### config.mk
export PLATFORM = sky130hd
export DESIGN_NAME = dmem_arbiter
export DESIGN_NICKNAME = d
export VERILOG_FILES = /design/src/rtl/dmem_arbiter_pkg.sv /design/src/rtl/dmem_arbiter_rr_pick2.sv /design/src/rtl/dmem_arbiter.sv
export SDC_FILE = /design/constraint.sdc
export NUM_CORES = 1
export LEC_CHECK = 0
export ABC_AREA = 1
export CAP_MARGIN = 15
export CORE_ASPECT_RATIO = 1.4
export CORE_MARGIN = 10
export CORE_UTILIZATION = 45
export CTS_CLUSTER_SIZE = 25
export DETAILED_ROUTE_END_ITERATION = 16
export GPL_TIMING_DRIVEN = 0
export PLACE_DENSITY = 0.85
export SLEW_MARGIN = 10
export SYNTH_ARGS = -nofsm -noshare
export SYNTH_HDL_FRONTEND = slang
export SYNTH_SLANG_ARGS = --single-unit
### constraint.sdc
create_clock -name clock -period 11.7 [get_ports clock]
set_input_delay 2.34 -clock clock [delete_from_list [all_inputs] [get_ports clock]]
set_output_delay 2.34 -clock clock [all_outputs]
set_load 0.01 [all_outputs]
### src/rtl/dmem_arbiter_pkg.sv
// -----------------------------------------------------------------------------
// dmem_arbiter_pkg
// Shared definitions for the dmem arbiter: the sequencer state encoding and the
// requester port identifiers used for win_id / last_gnt.
// -----------------------------------------------------------------------------
package dmem_arbiter_pkg;

    typedef enum logic [1:0] {
        IDLE  = 2'd0,
        ISSUE = 2'd1,
        RESP  = 2'd2
    } state_t;

    localparam logic PORT_PROC = 1'b0;   // processor load/store path
    localparam logic PORT_DBG  = 1'b1;   // debug / loader path

endpackage : dmem_arbiter_pkg

### src/rtl/dmem_arbiter_rr_pick2.sv
// -----------------------------------------------------------------------------
// rr_pick2
// Purely combinational 2-way picker.
//   req0, req1   : request lines
//   last_gnt     : port granted most recently
//   valid        : at least one request present
//   win_id       : selected port (only meaningful while valid)
// FIX_PRIORITY = 0 alternates on a tie (the port that did not win last time);
// FIX_PRIORITY = 1 always hands a tie to port 0.
// -----------------------------------------------------------------------------
module rr_pick2
    import dmem_arbiter_pkg::*;
#(
    parameter bit FIX_PRIORITY = 1'b0
) (
    input  logic req0,
    input  logic req1,
    input  logic last_gnt,
    output logic valid,
    output logic win_id
);

    always_comb begin
        valid  = req0 | req1;
        win_id = PORT_PROC;
        if (req0 && req1) begin
            if (FIX_PRIORITY) win_id = PORT_PROC;
            else              win_id = ~last_gnt;
        end else if (req1) begin
            win_id = PORT_DBG;
        end
    end

endmodule : rr_pick2

### src/rtl/dmem_arbiter.sv
// -----------------------------------------------------------------------------
// dmem_arbiter
// Shares the single-port dmem syncram between the processor port (0) and the
// debug/loader port (1). Accesses are serialised by a three-state sequencer,
// giving one access every three cycles.
//
//   state | meaning
//   ------+-------------------------------------------------------------
//   IDLE  | sample req0/req1; latch winner's address/data/we on the edge
//   ISSUE | gnt<win> high, dmem samples address/data/wren at closing edge
//   RESP  | mem_q valid; captured into rdata<win> for loads, rvalid next
//
// Ports
//   clock, reset          : clock shared with dmem, async active-high reset
//   req*/we*/addr*/wdata* : requester inputs, held stable until gnt*
//   gnt*, rvalid*, rdata* : registered grant / completion pulses, load data
//   mem_address/mem_data/mem_wren/mem_q : dmem interface
//   busy                  : sequencer not in IDLE
// -----------------------------------------------------------------------------
module dmem_arbiter
    import dmem_arbiter_pkg::*;
#(
    parameter int ADDR_W       = 12,
    parameter int DATA_W       = 32,
    parameter int FIX_PRIORITY = 0
) (
    input  logic              clock,
    input  logic              reset,

    input  logic              req0,
    input  logic              we0,
    input  logic [ADDR_W-1:0] addr0,
    input  logic [DATA_W-1:0] wdata0,
    output logic              gnt0,
    output logic              rvalid0,
    output logic [DATA_W-1:0] rdata0,

    input  logic              req1,
    input  logic              we1,
    input  logic [ADDR_W-1:0] addr1,
    input  logic [DATA_W-1:0] wdata1,
    output logic              gnt1,
    output logic              rvalid1,
    output logic [DATA_W-1:0] rdata1,

    output logic [ADDR_W-1:0] mem_address,
    output logic [DATA_W-1:0] mem_data,
    output logic              mem_wren,
    input  logic [DATA_W-1:0] mem_q,

    output logic              busy
);

    state_t state;
    state_t state_nxt;

    logic last_gnt;
    logic win_id;
    logic wren_q;

    logic pick_valid;
    logic pick_id;
    logic take;      // IDLE edge that accepts a new access
    logic finish;    // RESP edge that completes the current access

    rr_pick2 #(
        .FIX_PRIORITY (FIX_PRIORITY != 0)
    ) u_pick (
        .req0     (req0),
        .req1     (req1),
        .last_gnt (last_gnt),
        .valid    (pick_valid),
        .win_id   (pick_id)
    );

    always_ff @(posedge clock or posedge reset) begin
        if (reset) state <= IDLE;
        else       state <= state_nxt;
    end

    always_comb begin
        state_nxt = state;
        take      = 1'b0;
        finish    = 1'b0;
        unique case (state)
            IDLE: begin
                if (pick_valid) begin
                    take      = 1'b1;
                    state_nxt = ISSUE;
                end
            end
            ISSUE: state_nxt = RESP;
            RESP: begin
                finish    = 1'b1;
                state_nxt = IDLE;
            end
            default: state_nxt = IDLE;
        endcase
    end

    // Datapath and handshake registers. gnt/rvalid default low each cycle so
    // every pulse is exactly one cycle wide.
    always_ff @(posedge clock or posedge reset) begin
        if (reset) begin
            last_gnt    <= PORT_DBG;   // port 0 wins the first tie
            win_id      <= PORT_PROC;
            wren_q      <= 1'b0;
            mem_address <= '0;
            mem_data    <= '0;
            gnt0        <= 1'b0;
            gnt1        <= 1'b0;
            rvalid0     <= 1'b0;
            rvalid1     <= 1'b0;
            rdata0      <= '0;
            rdata1      <= '0;
        end else begin
            gnt0    <= 1'b0;
            gnt1    <= 1'b0;
            rvalid0 <= 1'b0;
            rvalid1 <= 1'b0;

            if (take) begin
                win_id   <= pick_id;
                last_gnt <= pick_id;
                if (pick_id == PORT_DBG) begin
                    mem_address <= addr1;
                    mem_data    <= wdata1;
                    wren_q      <= we1;
                    gnt1        <= 1'b1;
                end else begin
                    mem_address <= addr0;
                    mem_data    <= wdata0;
                    wren_q      <= we0;
                    gnt0        <= 1'b1;
                end
            end

            if (finish) begin
                if (win_id == PORT_DBG) begin
                    rvalid1 <= 1'b1;
                    if (!wren_q) rdata1 <= mem_q;
                end else begin
                    rvalid0 <= 1'b1;
                    if (!wren_q) rdata0 <= mem_q;
                end
            end
        end
    end

    // Decoded from the state register so a reset mid-ISSUE removes the write
    // strobe immediately rather than at the next edge.
    assign mem_wren = (state == ISSUE) && wren_q;
    assign busy     = (state != IDLE);

endmodule : dmem_arbiter

==> results of run 1 <==
## cells by family after synthesis
logic type	Yosys count	synth area share
AO/OA/AOI/OAI	66	0.0644
buffers and inverters	102	0.0907
flip-flops	117	0.571
AND/OR/NAND/NOR	324	0.274
## per-layer routing
layer	routed length [um]	global-route usage	up-vias
li1	-	-	2415
met1	6170	0.222	2399
met2	9140	0.374	226
met3	1520	0.0833	63
met4	1010	0.130	0
met5	0	0	-
## power by group through the flow
| stage | logic [uW] | clock network [uW] | registers (uW) |
|---|---|---|---|
| floorplan | 330 | 0 | 800 |
| global placement | 957 | 0 | 710 |
| detailed placement | 988 | 0 | 722 |
| CTS | 1000 | 561 | 720 |
| global route | 1080 | 582 | 742 |
| finish | 986 | 554 | 720 |
## sequential cells by signal, summed over array words and instances (netlist names)
| name | count |
|---|---|
| state | 2 |
| win_id | 1 |
| wren_q | 1 |
| rdata0 | 32 |
| mem_data | 32 |
| mem_address | 12 |
| last_gnt | 1 |
| rvalid1 | 1 |
| rdata1 | 32 |
| gnt0 | 1 |
| rvalid0 | 1 |
| gnt1 | 1 |
## layout by cell type, fill, tap and decap left out, drive strengths merged, types with 9 or more instances in the layout
| cell type | n |
|---|---|
| nor2 | 9 |
| clkbuf | 24 |
| clkdlybuf4s50 | 239 |
| inv | 68 |
| nand2 | 242 |
| dfrtp | 116 |
| nand3b | 27 |
| nand3 | 45 |
| buf | 31 |
| o21ai | 65 |
## critical path, cell delays in order (launching register included)
cell and delay [ns]:
dfrtp_1 0.38, inv_2 0.11, and3_1 0.16, clkdlybuf4s50_1 0.57
## how the worst min path moves through the flow
| stage | startpoint | endpoint | slack (ns) |
|---|---|---|---|
| floorplan | state[1] | state[1] | 0.42 |
| global placement | state[1] | state[1] | 0.43 |
| detailed placement | state[1] | state[1] | 0.44 |
| CTS | state[1] | state[1] | 0.44 |
| global route | state[1] | state[1] | 0.48 |
| finish | state[1] | state[1] | 0.44 |
## synthesized netlist by cell type (all sizes together)
cell	instances
inv	66
a21oi	1
nand3	45
dfrtp	116
nand3b	27
and3	1
dfstp	1
nor2	9
o21ai	65
buf	30
clkbuf	6
nand2	242
## metrics by stage
stage	area [um^2]	hold slack [ns]	worst slack, ns
after floorplan	5130	0.422	6.26
after global placement	7700	0.431	4.75
after detailed placement	7740	0.438	7.84
after CTS	8370	0.445	7.72
after global routing	8370	0.476	7.65
final	8370	0.443	7.74
## cell type report
cell class	count	area, um^2	share of cell area
Timing Repair Buffer	240	2420	0.289
Multi-Input combinational cell	390	1740	0.207
Clock buffer	18	439	0.0524
Clock inverter	14	199	0.0238
Inverter	66	253	0.0302
Sequential cell	117	2930	0.350
Tap cell	144	180	0.0215
Buffer	36	218	0.0260
==> qor.csv, run 1 <==
metric;value;unit
status;complete, no violations;
syn_avg_cell_area;8.43;um^2
cts.path.max_buffers;2;
ys_seq_area_frac;0.571;
drtIter0Drc;201;
p_comb_frac;0.436;
arrival;1.62;ns
min_period_over_period;0.338;
hp-class;reg -> reg;
dpl.hpwl;13.7;mm
endpoint;mem_wren;
antenna_found_initial;0;
max_cap_viol_count;0;
power.total;2260;uW
setup_viol;0;
r2r_cells;6;
viasPerCell;4.98;
cts_made_buffers;17;
vias;5103;
p_sw_frac;0.347;
min_period;3.96;ns
die_y;146;um
crit_start;state[1];
rows;46;
fill_cells;784;
max_freq;253;MHz
area_growth;63.2;%
ys_ff_latch;117;
diodes;0;
critPathLaunchType;register;
hold_viol;0;
worst_setup_path_end_kind;output pin;
h-tree-depth;4;
ys_warn_count;0;
ant_nets;0;
power_frac_seq;0.319;
ys_types;21;
fin_tns_setup;0;ns
peakVddDrop;0.125;mV
p_leak;0.00413;uW
power_density;270;nW/um^2
clkTransAtPathRegs;0.05;ns
clock-sinks;117;
critPathKind;reg -> out;
drt_wl_total;17.8;mm
reg2reg_slack;10.16;ns
placedCellCount;993;
finalMaxSlewViolations;0;
die_area;16100;um^2
dr.pass1.iters;4;
insertion_delay;0.40;ns
core_region_area;11200;um^2
ctsHoldBuffers;0;
r2r_start;last_gnt;
relSlewSlack;0.697;
io_pins;240;
required;9.36;ns
synth.top_cell.area_share;0.566;
final_layout_size_suffix_gt1_frac;0.0829;
critical_path_peak_fanout;3;
grt_overflow;0;
grt_usage;0.221;
fin_skew;0.00950;ns
rsz0062_at_grt;no;
grt_max_degree;75;
start_util;0.457;
fin_nets;994;
cts_root_buf;clkbuf_16;
drc_errors;0;
ctsResizeCount;0;
internal-power;1480;uW
grt_pass1_vias;5584;
synth_nets;735;
cts_tree;done;
syn_inst;609;
tightest_slew;0.455;ns
r2r-end;mem_data[5];
whs_path_depth;1;
portBuffers;239;
grt_pass1_wl;28.4;mm
wl_per_cell;17.4;um
die_x;110;um
fin_cells;1025;
p_switching;785;uW
power_frac_clock;0.245;
utilization;0.746;
post-cts-setup-buffer-count;0;
yosys-top-cells-area;dfrtp_1 57%, nand2_1 17%, o21ai_0 6.1%, inv_1 4.6%, nand3_1 4.4%;
place_congestion;0.825;
synth_area;5130;um^2
synth_top_area_cell;dfrtp_1;
Power figures use the tool's default switching activity.
==> run 2, diff against run 1 <==
Settings changed: CORE_UTILIZATION 45 to 37, PLACE_DENSITY 0.85 to 0.74.
Clock period 11.7 ns to 3.6 ns, I/O delays scaled along.
==> qor.csv, run 2 (synthesis results as in run 1) <==
metric;value;unit
critPathLaunchType;register;
drc_errors;0;
clkTransAtPathRegs;0.05;ns
insertion_delay;0.41;ns
diodes;0;
clock-sinks;117;
viasPerCell;4.55;
status;complete, no violations;
peakVddDrop;0.437;mV
die_x;120;um
fin_nets;996;
reg2reg_slack;2.04;ns
fill_cells;1194;
grt_overflow;0;
regArea;2930;um^2
required;2.88;ns
vias;4842;
area_growth;65.0;%
ctsHoldBuffers;0;
ctsResizeCount;0;
drt_wl_total;17.2;mm
critical_path_peak_fanout;3;
antenna_found_initial;0;
placedCellCount;1033;
grt_pass1_vias;4943;
fin_cells;1064;
layout_setup_ws;1.26;ns
max_freq;427;MHz
start_util;0.380;
internal-power;4850;uW
post_dp_cell_area;7820;um^2
cts_root_buf;clkbuf_16;
top_regs;mem_data x32, rdata0 x32, rdata1 x32;
cts_made_buffers;17;
arrival;1.62;ns
hp-class;reg -> reg;
p_leak;0.00415;uW
p_comb_frac;0.432;
p_sw_frac;0.338;
place_congestion;0.806;
critPathKind;reg -> out;
portBuffers;239;
utilization;0.626;
drtIter0Drc;225;
worst_setup_path_end_kind;output pin;
cts.path.max_buffers;2;
p_switching;2480;uW
die_y;159;um
wl_per_cell;16.2;um
rsz0062_at_grt;no;
cts_tree;done;
relSlewSlack;0.611;
min_period;2.34;ns
tightest_slew;0.583;ns
finalMaxSlewViolations;0;
setup_viol;0;
power_density;866;nW/um^2
dp_slack;1.30;ns
grt_pass1_wl;27.5;mm
final_common_cell;clkdlybuf4s50_1;
layout.cells.most_common_list;239 x clkdlybuf4s50_1, 238 x nand2_1, 116 x dfrtp_1;
dr.pass1.iters;4;
power_frac_seq;0.315;
core_region_area;13500;um^2
fin_skew;0.00938;ns
fin_area;8460;um^2
rows;50;
grt_max_degree;37;
h-tree-depth;4;
power_frac_clock;0.253;
final_layout_size_suffix_gt1_frac;0.0839;
multi_input_area;1740;um^2
io_pins;240;
dpl.hpwl;13.4;mm
min_period_over_period;0.650;
max_cap_viol_count;0;
grt_usage;0.181;
hold_viol;0;
post-cts-setup-buffer-count;0;
ant_nets;0;
die_area;19000;um^2
fin_tns_setup;0;ns
run 2: cell count changes in the layout (fill, tap and decap cells not counted):
cell,delta
buf_12,+3
buf_16,-1
clkinv_2,-1
clkbuf_8,-1
bufinv_16,+1
clkinvlp_4,+1
clkinv_4,-1
run 2: power groups by stage:
stage | clock network [uW] | logic [uW] | registers (uW)
floorplan | 0 | 1070 | 2600
global placement | 0 | 3170 | 2300
detailed placement | 0 | 3220 | 2320
CTS | 1890 | 3240 | 2310
global route | 1960 | 3480 | 2390
finish | 1850 | 3170 | 2300
run 2: worst max-delay path, stage by stage, from the launching register on:
cell and delay [ns]:
dfrtp_1 0.38, inv_2 0.11, and3_1 0.15, clkdlybuf4s50_1 0.58
run 2: per-layer routing:
metal / track usage / wire (um) / up-vias / part of all wire
li1: - / - / 2418 / -
met1: 0.195 / 6490 / 2220 / 0.38
met2: 0.313 / 8930 / 173 / 0.52
met3: 0.0635 / 1320 / 31 / 0.077
met4: 0.0710 / 477 / 0 / 0.028
met5: 0 / 0 / - / 0
run 2: cell type report:
class / instances / share of cell area
Sequential cell: 117 / 0.346
Clock inverter: 14 / 0.0265
Clock buffer: 17 / 0.0503
Multi-Input combinational cell: 390 / 0.205
Timing Repair Buffer: 242 / 0.290
Inverter: 66 / 0.0297
Buffer: 36 / 0.0257
Tap cell: 182 / 0.0269
run 2: path summary, 6_finish.rpt:
path,end,depth (start not counted),start
min in group asynchronous,mem_data[3],2,reset
worst min-delay path,state[1],1,state[1]
worst max-delay path,mem_wren,3,state[1]
worst min register to register,state[1],1,state[1]
max in group asynchronous,mem_address[9],4,reset
worst max register to register,mem_data[2],6,last_gnt
run 2: through the flow:
stage | hold slack, ns | total power [uW]
2_1_floorplan | 0.422 | 3670
3_3_place_gp | 0.432 | 5470
3_5_place_dp | 0.444 | 5540
4_1_cts | 0.451 | 7440
5_1_grt | 0.470 | 7830
6_report | 0.447 | 7330
==> run 3, diff against run 2 <==
Settings changed: CORE_UTILIZATION 37 to 41, PLACE_DENSITY 0.74 to 0.78.
Clock period 3.6 ns to 2.25 ns, I/O delays scaled along.
==> qor.csv, run 3 (synthesis results as in run 1) <==
metric;value;unit
power_density;1370;nW/um^2
die_y;152;um
post_dp_cell_area;7770;um^2
clkTransAtPathRegs;0.05;ns
final_common_cell;clkdlybuf4s50_1;
dpl.hpwl;13.5;mm
io_pins;240;
start_util;0.417;
crit_start;state[1];
clock-sinks;117;
max_cap_viol_count;0;
post-cts-setup-buffer-count;0;
relSlewSlack;0.702;
grt_pass1_vias;5446;
diodes;0;
cts.path.max_buffers;2;
grt_usage;0.200;
grt_pass1_wl;28.3;mm
internal-power;7430;uW
cts_tree;done;
fill_cells;994;
area_growth;62.7;%
p_switching;3990;uW
fin_area;8350;um^2
grt_max_degree;38;
p_leak;0.00410;uW
rows;48;
hold_slack;0.406;ns
final_layout_size_suffix_gt1_frac;0.0839;
utilization;0.678;
max_freq;488;MHz
fin_tns_setup;0;ns
h-tree-depth;4;
min_period;2.05;ns
required;1.80;ns
top_regs;mem_data x32, rdata0 x32, rdata1 x32;
hp-class;in -> async;
fin_skew;0.00941;ns
peakVddDrop;0.581;mV
p_sw_frac;0.350;
setup_viol;0;
worst_setup_path_end_kind;output pin;
die_x;115;um
dr.pass1.iters;4;
ctsResizeCount;0;
power_frac_clock;0.229;
critPathKind;reg -> out;
place_congestion;0.857;
layout.cells.most_common_list;239 x clkdlybuf4s50_1, 238 x nand2_1, 116 x dfrtp_1;
critPathLaunchType;register;
tightest_slew;0.446;ns
min_period_over_period;0.912;
ant_nets;0;
cts_made_buffers;17;
antenna_found_initial;0;
wl_per_cell;17.0;um
die_area;17500;um^2
critical_path_peak_fanout;3;
grt_overflow;0;
insertion_delay;0.41;ns
finalMaxSlewViolations;0;
p_comb_frac;0.443;
fin_cells;1032;
hold_viol;0;
placedCellCount;1001;
power_frac_seq;0.328;
drt_wl_total;17.5;mm
vias;5028;
rsz0062_at_grt;no;
status;complete, no violations;
core_region_area;12300;um^2
fin_nets;996;
portBuffers;239;
r2r_start;last_gnt;
ctsHoldBuffers;0;
cts_root_buf;clkbuf_16;
viasPerCell;4.87;
drtIter0Drc;229;
arrival;1.60;ns
drc_errors;0;
[run 3: cell type report]
| cell class | count | area [um^2] | area share |
|---|---|---|---|
| clock buffers | 18 | 439 | 0.0526 |
| multi-input cells | 390 | 1740 | 0.208 |
| clock inverters | 13 | 134 | 0.0160 |
| plain buffers | 36 | 218 | 0.0261 |
| repair buffers | 242 | 2450 | 0.294 |
| inverters | 66 | 251 | 0.0301 |
| well taps | 150 | 188 | 0.0225 |
| flip-flops and latches | 117 | 2930 | 0.351 |
[run 3: path summary, 6_finish.rpt]
path | to | slack (ns) | cells past startpoint
min | mem_address[11] | 0.41 | 2
max reg2reg | mem_data[0] | 0.65 | 6
max | mem_wren | 0.20 | 3
min in group clock | state[1] | 0.44 | 1
max in group asynchronous | rdata0[6] | 1.07 | 4
min reg2reg | state[1] | 0.44 | 1
[run 3: routing by layer]
metal	GRT usage	part of all wire
met1	0.206	0.36
met2	0.354	0.53
met3	0.0808	0.086
met4	0.0616	0.020
met5	0	0
[run 3: worst max-delay path, stage by stage, from the launching register on]
cell	delay [ns]
dfrtp_1	0.38
inv_2	0.11
and3_1	0.16
clkdlybuf4s50_1	0.56
[run 3: metrics by stage]
stage / power [uW] / setup slack (ns)
2_1_floorplan: 5880 / 0.373
3_3_place_gp: 8700 / -0.702
3_5_place_dp: 8890 / 0.269
4_1_cts: 11500 / 0.156
5_1_grt: 12200 / 0.0751
6_report: 11400 / 0.199
[run 3: power by group through the flow]
stage / sequential, uW / clock, uW / combinational (uW)
final: 3740 / 2610 / 5060
after floorplan: 4160 / 0 / 1720
after detailed placement: 3750 / 0 / 5130
after global placement: 3710 / 0 / 4990
after CTS: 3740 / 2650 / 5160
after global routing: 3870 / 2750 / 5560
